<file path="src/rtl/vram_port_arbiter.sv">
// vram_port_arbiter
//   Shares one single-port 32-bit frame/pattern RAM between two requesters.
//   Port A (scan-out fetch) has priority. Port B (host writer) is granted after
//   at most B_MAX_WAIT consecutive denials. At most one RAM access is issued
//   per clock. Read data returns to the issuing port two cycles after its grant.
//
// Ports
//   clk_i, rst_i             clock, synchronous active-high reset
//   a_req_i .. a_wdata_i     port A command (held until a_gnt_o)
//   a_gnt_o                  pulse: A command issued onto the RAM pins
//   a_rvalid_o, a_rdata_o    A read return
//   b_*                      same set for port B
//   ram_wr_en_o, ram_addr_o, ram_data_in_o   registered RAM command
//   ram_mem_out_i            RAM read data (one-cycle latency, 0 on writes)
//
// Priority FSM (state is decoded from the B wait counter)
//   state        | meaning
//   PRIO_NORMAL  | A wins when both ports request
//   PRIO_FORCE_B | B has waited B_MAX_WAIT edges, B wins this edge
module vram_port_arbiter #(
   parameter int RAM_ADDR_BITS = 10,
   parameter int B_MAX_WAIT    = 4
) (
   input  logic                     clk_i,
   input  logic                     rst_i,
   input  logic                     a_req_i,
   input  logic                     a_we_i,
   input  logic [RAM_ADDR_BITS-1:0] a_addr_i,
   input  logic [31:0]              a_wdata_i,
   output logic                     a_gnt_o,
   output logic                     a_rvalid_o,
   output logic [31:0]              a_rdata_o,
   input  logic                     b_req_i,
   input  logic                     b_we_i,
   input  logic [RAM_ADDR_BITS-1:0] b_addr_i,
   input  logic [31:0]              b_wdata_i,
   output logic                     b_gnt_o,
   output logic                     b_rvalid_o,
   output logic [31:0]              b_rdata_o,
   output logic                     ram_wr_en_o,
   output logic [RAM_ADDR_BITS-1:0] ram_addr_o,
   output logic [31:0]              ram_data_in_o,
   input  logic [31:0]              ram_mem_out_i
);

   typedef enum logic {PRIO_NORMAL, PRIO_FORCE_B} prio_e;

   typedef struct packed {
      logic valid;
      logic owner;    // 0 = port A, 1 = port B
      logic is_read;
   } tag_t;

   localparam logic [3:0] WAIT_MAX = 4'(B_MAX_WAIT);

   prio_e                     prio_state;
   logic [3:0]                b_wait_q, b_wait_d;
   logic                      grant_a, grant_b, grant_any;
   logic                      sel_we;
   logic [RAM_ADDR_BITS-1:0]  sel_addr;
   logic [31:0]               sel_wdata;
   tag_t                      tag_s1_q, tag_s1_d, tag_s2_q;

   logic                      a_gnt_q, b_gnt_q;
   logic                      a_rvalid_q, b_rvalid_q;
   logic [31:0]               a_rdata_q, b_rdata_q;
   logic                      ram_wr_en_q;
   logic [RAM_ADDR_BITS-1:0]  ram_addr_q;
   logic [31:0]               ram_data_q;

   always_comb begin
      prio_state = (b_wait_q == WAIT_MAX) ? PRIO_FORCE_B : PRIO_NORMAL;
      grant_a    = 1'b0;
      grant_b    = 1'b0;
      b_wait_d   = 4'd0;

      case (prio_state)
         PRIO_FORCE_B: begin
            grant_b = b_req_i;
            grant_a = a_req_i & ~b_req_i;
         end
         default: begin
            grant_a = a_req_i;
            grant_b = b_req_i & ~a_req_i;
         end
      endcase

      // Counter tracks consecutive denials; saturates rather than wrapping.
      if (b_req_i && !grant_b) begin
         b_wait_d = (b_wait_q == WAIT_MAX) ? b_wait_q : b_wait_q + 4'd1;
      end
   end

   always_comb begin
      grant_any = grant_a | grant_b;
      sel_we    = grant_b ? b_we_i    : a_we_i;
      sel_addr  = grant_b ? b_addr_i  : a_addr_i;
      sel_wdata = grant_b ? b_wdata_i : a_wdata_i;
      tag_s1_d  = '{valid: grant_any, owner: grant_b, is_read: ~sel_we};
   end

   always_ff @(posedge clk_i) begin
      if (rst_i) begin
         b_wait_q    <= 4'd0;
         a_gnt_q     <= 1'b0;
         b_gnt_q     <= 1'b0;
         ram_wr_en_q <= 1'b0;
         ram_addr_q  <= '0;
         ram_data_q  <= 32'd0;
         tag_s1_q    <= '0;
         tag_s2_q    <= '0;
         a_rvalid_q  <= 1'b0;
         b_rvalid_q  <= 1'b0;
         a_rdata_q   <= 32'd0;
         b_rdata_q   <= 32'd0;
      end else begin
         b_wait_q    <= b_wait_d;
         a_gnt_q     <= grant_a;
         b_gnt_q     <= grant_b;
         ram_wr_en_q <= grant_any & sel_we;
         // Address and data hold on idle edges so the RAM pins stay quiet.
         if (grant_any) begin
            ram_addr_q <= sel_addr;
            ram_data_q <= sel_wdata;
         end
         // Stage 1: command on RAM pins. Stage 2: RAM output valid.
         tag_s1_q   <= tag_s1_d;
         tag_s2_q   <= tag_s1_q;
         a_rvalid_q <= tag_s2_q.valid & tag_s2_q.is_read & ~tag_s2_q.owner;
         b_rvalid_q <= tag_s2_q.valid & tag_s2_q.is_read &  tag_s2_q.owner;
         if (tag_s2_q.valid && tag_s2_q.is_read && !tag_s2_q.owner) begin
            a_rdata_q <= ram_mem_out_i;
         end
         if (tag_s2_q.valid && tag_s2_q.is_read && tag_s2_q.owner) begin
            b_rdata_q <= ram_mem_out_i;
         end
      end
   end

   assign a_gnt_o       = a_gnt_q;
   assign b_gnt_o       = b_gnt_q;
   assign a_rvalid_o    = a_rvalid_q;
   assign b_rvalid_o    = b_rvalid_q;
   assign a_rdata_o     = a_rdata_q;
   assign b_rdata_o     = b_rdata_q;
   assign ram_wr_en_o   = ram_wr_en_q;
   assign ram_addr_o    = ram_addr_q;
   assign ram_data_in_o = ram_data_q;

endmodule

</file>
<file path="config.mk">
export PLATFORM = sky130hd
export DESIGN_NAME = vram_port_arbiter
export DESIGN_NICKNAME = d
export VERILOG_FILES = /design/src/rtl/vram_port_arbiter.sv
export SDC_FILE = /design/constraint.sdc
export NUM_CORES = 1
export LEC_CHECK = 0
export BUFFER_PORTS_ARGS = -buffer_cell sky130_fd_sc_hd__buf_2
export CAP_MARGIN = 20
export CORE_MARGIN = 2
export CORE_UTILIZATION = 40
export CTS_BUF_LIST = sky130_fd_sc_hd__clkbuf_8 sky130_fd_sc_hd__clkbuf_16
export DETAILED_ROUTE_END_ITERATION = 12
export GPL_TIMING_DRIVEN = 0
export MAX_ROUTING_LAYER = met4
export PLACE_DENSITY = 0.73
export SETUP_SLACK_MARGIN = 0.3
export SYNTH_ARGS = -nofsm -noshare
export SYNTH_HDL_FRONTEND = slang
export SYNTH_SLANG_ARGS = --single-unit
</file>
<file path="constraint.sdc">
create_clock -name clk_i -period 1.7 [get_ports clk_i]
set_input_delay 0.17 -clock clk_i [delete_from_list [all_inputs] [get_ports clk_i]]
set_output_delay 0.17 -clock clk_i [all_outputs]
set_load 0.01 [all_outputs]
</file>
== Yosys cells after proc, flatten, opt, wreduce, memory -nomap -nowiden ==
Index checks and enable logic that the tools add are counted.

* Flip-flop bits (word level): 120
* Bits in latches: 0
* Bits in writable memories: 0
* Memory bits (read-only): 0
* Bits of input ports: 122
* Output and inout bits: 111
* Logic and storage cells: 42
* Memories: 0

* Add/subtract/negate cells: 1
* $mul: 0
* Divide/modulo/power cells: 0
* $lt $le $gt $ge: 0
* Equality and inequality tests: 1
* Shift operators: 0
* Multiplexer cells: 6
* Bitwise logic cells: 12
* Reduce and logical (&&, ||, !) cells: 7

{| class="wikitable"
|+ Operators with widths
! cell !! count
|-
| 2-to-1 mux 32 bit || 1
|-
| 2-to-1 mux 10 bit || 1
|-
| AND 1 bit || 6
|-
| inverter 1 bit || 5
|-
| adder 4 x 1 -> 4 bit, second input constant || 1
|-
| equality test 4 x 3 -> 1 bit, second input constant || 1
|-
| logical AND 1 bit || 4
|-
| 2-to-1 mux 1 bit || 4
|-
| zero test 1 bit || 2
|-
| OR reduction 2 bit || 1
|-
| bitwise OR 1 bit || 1
|}

== Longest topological paths before layout ==
* Depth after elaboration: 7
* Gate-level depth with buffers: 7
* Gate-level depth less buffers: 5

== Worst setup path after synthesis ==
OpenSTA, ideal clock, no wires.

* Path type: reg2reg
* Start: register b_wait_q[0]
* End: register ram_addr_q[0] (netlist: ram_addr_o[0])
* Arrival: 1.366 ns
* Data required time: 1.557 ns
* Slack: 0.191 ns
* Cell stages (with the launch flop): 8
* Cell sequence: dfxtp_1 -> inv_1 -> ha_1 -> and3b_1 -> buf_6 -> buf_12 -> a211oi_2 -> o41ai_2

* Longest elaborated chain between the ends: 4
* Elaborated cells between the ends (all ways): 6
* Classes of those cells: eq/ne (1); mux (4); bitwise (1)

{| class="wikitable"
|+ Ends and longest elaborated chain
! what !! line !! source
|-
| start, declared || 57 || <nowiki>logic [3:0] b_wait_q, b_wait_d;</nowiki>
|-
| start signal, assigned || 117 || <nowiki>b_wait_q <= b_wait_d;</nowiki>
|-
| equality test 4 x 3 -> 1 bit (*) || 72 || <nowiki>prio_state = (b_wait_q == WAIT_MAX) ? PRIO_FORCE_B : PRIO_NORMAL;</nowiki>
|-
| 2-to-1 mux 1 bit (*) || 72 ||
|-
| 2-to-1 mux 1 bit || 77 || <nowiki>case (prio_state)</nowiki>
|-
| 2-to-1 mux 10 bit or bitwise OR 1 bit (tied branches) || 97, 95 ||
|-
| end signal, assigned || 123 || <nowiki>ram_addr_q <= sel_addr;</nowiki>
|-
| end, declared || 68 || <nowiki>logic [RAM_ADDR_BITS-1:0] ram_addr_q;</nowiki>
|}

Mark *: on every way between the ends. The rest lies on a longest branch, timed or not.
A chain may end at the register's enable or synchronous reset.

== Worst setup path after layout ==
* Start: register b_wait_q[1]
* End: register ram_data_q[6] (netlist: ram_data_in_o[6])

* Longest elaborated chain between the ends: 4
* Elaborated cells between the ends (all ways): 6
* Classes of those cells: eq/ne (1); mux (4); bitwise (1)

{| class="wikitable"
|+ Ends and longest elaborated chain
! what !! line !! source
|-
| equality test 4 x 3 -> 1 bit (*) || 72 ||
|-
| 2-to-1 mux 1 bit (*) || 72 ||
|-
| 2-to-1 mux 1 bit || 77 ||
|-
| 2-to-1 mux 32 bit or bitwise OR 1 bit (tied branches) || 98, 95 ||
|-
| end signal, assigned || 124 || <nowiki>ram_data_q <= sel_wdata;</nowiki>
|-
| end, declared || 69 || <nowiki>logic [31:0] ram_data_q;</nowiki>
|}

Marked as above.

==> results by group <==
Hold path
  – Hold Startpoint: ram_mem_out_i[24]
  – Hold Path Stages: 3
  – Hold Path Sink: a_rdata_o[24]$_SDFFE_PP0P_
  – Worst min path class: primary input to flop

Cells and area
  – Finished Core Util: approximately 60%
  – Synth-to-Final Area Change: 45.6%
  – Layout cells sized above 1: a little under half
  – # fillers: ~1,200
  – Nets@finish: approximately 1,100
  – N_diodes: 0

Detailed routing
  – Antenna viol nets, final: 0
  – DRT iter0 DRCs: ~250
  – Drc violations: 0
  – Drt total wl: ~18,000 µm
  – Vias/cell: just over 5
  – Wire length per cell: between 15 and 20 µm
  – TritonRoute pass-1 iters: 4
  – DR vias: 5,776

Synth
  – Syn Std Cell Area: 5830 µm²
  – Post-synth cell types: 33
  – Synth top cells by count: 172 x nand2_1, 120 x dfxtp_1, 66 x a21oi_1
  – Asr flop ratio synth: 0%
  – Seq/Total Area, Yosys: ~40%
  – Ys flop type: dfxtp_1
  – Instance count of the mapped netlist: 661
  – Syn_nets: 785
  – Synth Register Bits: between 100 and 150
  – Synth area leaders: dfxtp_1 41%, nand2_1 11%, o41ai_2 10%, a211oi_2 7.9%, a21oi_1 5.7%
  – Number of synthesized flops with an enable pin: 0
  – Share of the synthesized area in the top cell type: 41.2%
  – Most numerous cell in the Yosys netlist: nand2_1
  – Synth Area per Inst: just under 9 µm²
  – Synth warn: 0
  – Area leader, netlist: dfxtp_1

Placed design
  – Dpl hpwl: approximately 13,000 µm
  – I/O Buffers: 230
  – Pre-CTS WS: ~0.035 ns
  – Final Wtd Congestion: 0.849

Critical path
  – Setup CP Type: flop to flop
  – Startpoint class of the critical path: flop
  – Reg2Reg Setup Slack: just under 0.2 ns
  – Setup crit end kind: flop
  – Largest stage delay, worst path: ~0.33 ns
  – CP Max Fanout: 10
  – Worst path most repeated cell: buf_12
  – Reg2Reg Launch Point: b_wait_q[1]$_SDFFE_PP0N_
  – Critical path's slowest cell: dfxtp_2
  – Worst EP required: 1.96 ns
  – FF-to-FF path depth: 8
  – WP buf/inv: 4
  – Worst path top cell family by delay: buffers and inverters
  – End of the worst register-to-register path: ram_data_in_o[6]$_SDFFE_PP0P_
  – Critical Path AT: between 1.5 and 2 ns
  – Critical path cell sequence: inv_2 -> ha_4 -> buf_4 -> nand3b_4 -> buf_12 -> buf_12 -> nor3b_2 -> o41ai_2

STA
  – Hold Vio Cnt, Final: 0
  – Worst setup margin: slightly below 0.2 ns
  – Achievable Freq: 664 MHz
  – Final TNS setup: 0 ns
  – Final Cycle Share: between 80% and 90%
  – Fin crit period: approximately 1.5 ns
  – Worst slew margin: roughly 51%
  – # setup viols final: 0
  – Pin slew with the least headroom to its limit: between 0.7 and 0.8 ns
  – RSZ-0062 raised after global routing: yes
  – Clock Skew: ~0.011 ns
  – Pins Over Slew Limit: 0

Power
  – PwrDens: around 900 nW/µm²
  – Clock Power Share: between 40% and 50%
  – Cell Int Power: ~5600 µW
  – Comb power frac: 11.8%
  – Maximum vdd drop: slightly below 0.6 mV
  – Final Power: 7520 µW
  – Net Sw Frac: between 20% and 30%
  – P_sw: 1900 µW
  – P_leak: 0.00367 µW
  – Sequential share of power: between 30% and 40%

Clocking
  – Clock Path Buffers: 2
  – H-tree depth reported by CTS: 4
  – Clk_lat worst skew: between 0.4 and 0.5 ns
  – Clock sink total: 120
  – TritonCTS buffer count: 17
  – CTS clk-pin slew, worst paths: 0.06 ns
  – Root buf cell: clkbuf_16
  – CTS tree: built

Global route
  – GRT Residual Overflow: 0
  – First-pass GRT wire length: between 20,000 and 30,000 µm
  – GRT Util Overall: between 20% and 30%
  – Antenna violations before repair: 0
  – Largest net degree at the start of global routing: 17
  – Vias in the first global route: ~5,600

Die
  – Ports: ~230
  – DIE AREA: between 15,000 and 20,000 µm²
  – Die W: roughly 120 µm
  – Initial core utilization: around 41%
  – Core ar.: ~14,000 µm²
  – Row Count: 44
  – Height of the die: roughly 120 µm

Flow run
  – Max Cap Viol: 0

Outcome
  – Outcome: completed
## worst reg2reg max path: cells and delay by family (launching register included)
family / cells / cell delay [ns]
buffers and inverters: 4 / 0.50
AOI/OAI and AO/OA: 1 / 0.10
DFF: 1 / 0.33
and+or+nand+nor: 2 / 0.32
adders and majority gates: 1 / 0.13
## timing repair
action / in CTS / in global routing
resized for setup: 33 / 67
buffers inserted: 4 / 3
hold buffers: 7 / 0
hold endpoints to repair: 8 / 0
pin swaps: 10 / 8
gates cloned: 2 / 2
setup endpoints to repair: 73 / 82
## cells by family (layout without fill, tap and decap cells)
group / after synthesis / after routing / synth area share (%)
compound gates: 154 / 154 / 25.9
xor+xnor: 1 / 1 / 0.150
fa+ha+maj: 2 / 2 / 0.429
buf+inv: 63 / 343 / 6.16
flops: 120 / 120 / 41.2
mux: 1 / 1 / 0.172
simple gates: 320 / 320 / 26.0
## area by class of cell
cell class              count  area [µm²]  share of cell area [%]
inverters                   4        15.0                   0.177
well taps                 184         230                    2.71
multi-input cells         478        3430                    40.4
clock inverters            15         176                    2.08
clock buffers              17         425                    5.02
plain buffers              59         424                    5.00
repair buffers            248        1380                    16.2
flip-flops and latches    120        2400                    28.4
## metrics by stage
stage | std cells | cell area, µm² | hold WS, ns
after floorplan | 661 | 5830 | 0.270
after global placement | 1075 | 7210 | 0.380
after detailed placement | 1075 | 7210 | 0.382
after CTS | 1120 | 8080 | 0.000270
after global routing | 1125 | 8480 | -0.00324
final | 1125 | 8480 | 0.0122
## worst max-delay path by stage
stage          cells after the start                        endpoint                startpoint
4_1_cts                            7  ram_data_in_o[22]$_SDFFE_PP0P_  b_wait_q[1]$_SDFFE_PP0N_
2_1_floorplan                      7      ram_addr_o[0]$_SDFFE_PP0P_  b_wait_q[0]$_SDFFE_PP0N_
6_report                           8   ram_data_in_o[6]$_SDFFE_PP0P_  b_wait_q[1]$_SDFFE_PP0N_
5_1_grt                            8      ram_addr_o[8]$_SDFFE_PP0P_  b_wait_q[1]$_SDFFE_PP0N_
3_5_place_dp                       4       b_rdata_o[3]$_SDFFE_PP0P_                     rst_i
3_3_place_gp                       4      a_rdata_o[29]$_SDFFE_PP0P_                     rst_i
## sequential cells by signal (all words and copies together), names as in the netlist
signal and flops:
ram_addr_o 10, tag_s1_q 2, a_rdata_o 32, b_rdata_o 32, b_rvalid_o 1, ram_data_in_o 32
tag_s2_q 3, b_gnt_o 1, ram_wr_en_o 1, a_gnt_o 1, b_wait_q 4, a_rvalid_o 1
## power by group through the flow
stage,Combinational (µW),Sequential (µW),Clock (µW)
after detailed placement,802,3000,0
after CTS,837,2940,3720
after global routing,957,2950,3870
after floorplan,415,3040,0
final,884,2940,3690
after global placement,796,3000,0
## layout by cell type (no fill, tap or decap), drive strengths merged, types with 3 or more instances in the layout
cell type / instances
dlygate4sd3: 7
buf: 268
nor2: 52
o41ai: 42
and2: 42
nor3b: 42
inv: 6
clkinv: 8
nand2: 172
bufinv: 3
clkbuf: 49
nor2b: 3
a21oi: 66
a211oi: 44
dfxtp: 120
## layer usage
layer / wire length [µm] / global-route usage, % / part of all wire (%) / vias to the layer above
met4: 244 / 7.80 / 1.3 / 0
li1: - / - / - / 2820
met2: 8740 / 37.3 / 48 / 224
met5: 0 / - / 0 / -
met3: 1420 / 5.76 / 7.8 / 21
met1: 7760 / 27.4 / 43 / 2711
Note: power is estimated with default switching activity, not from simulation.
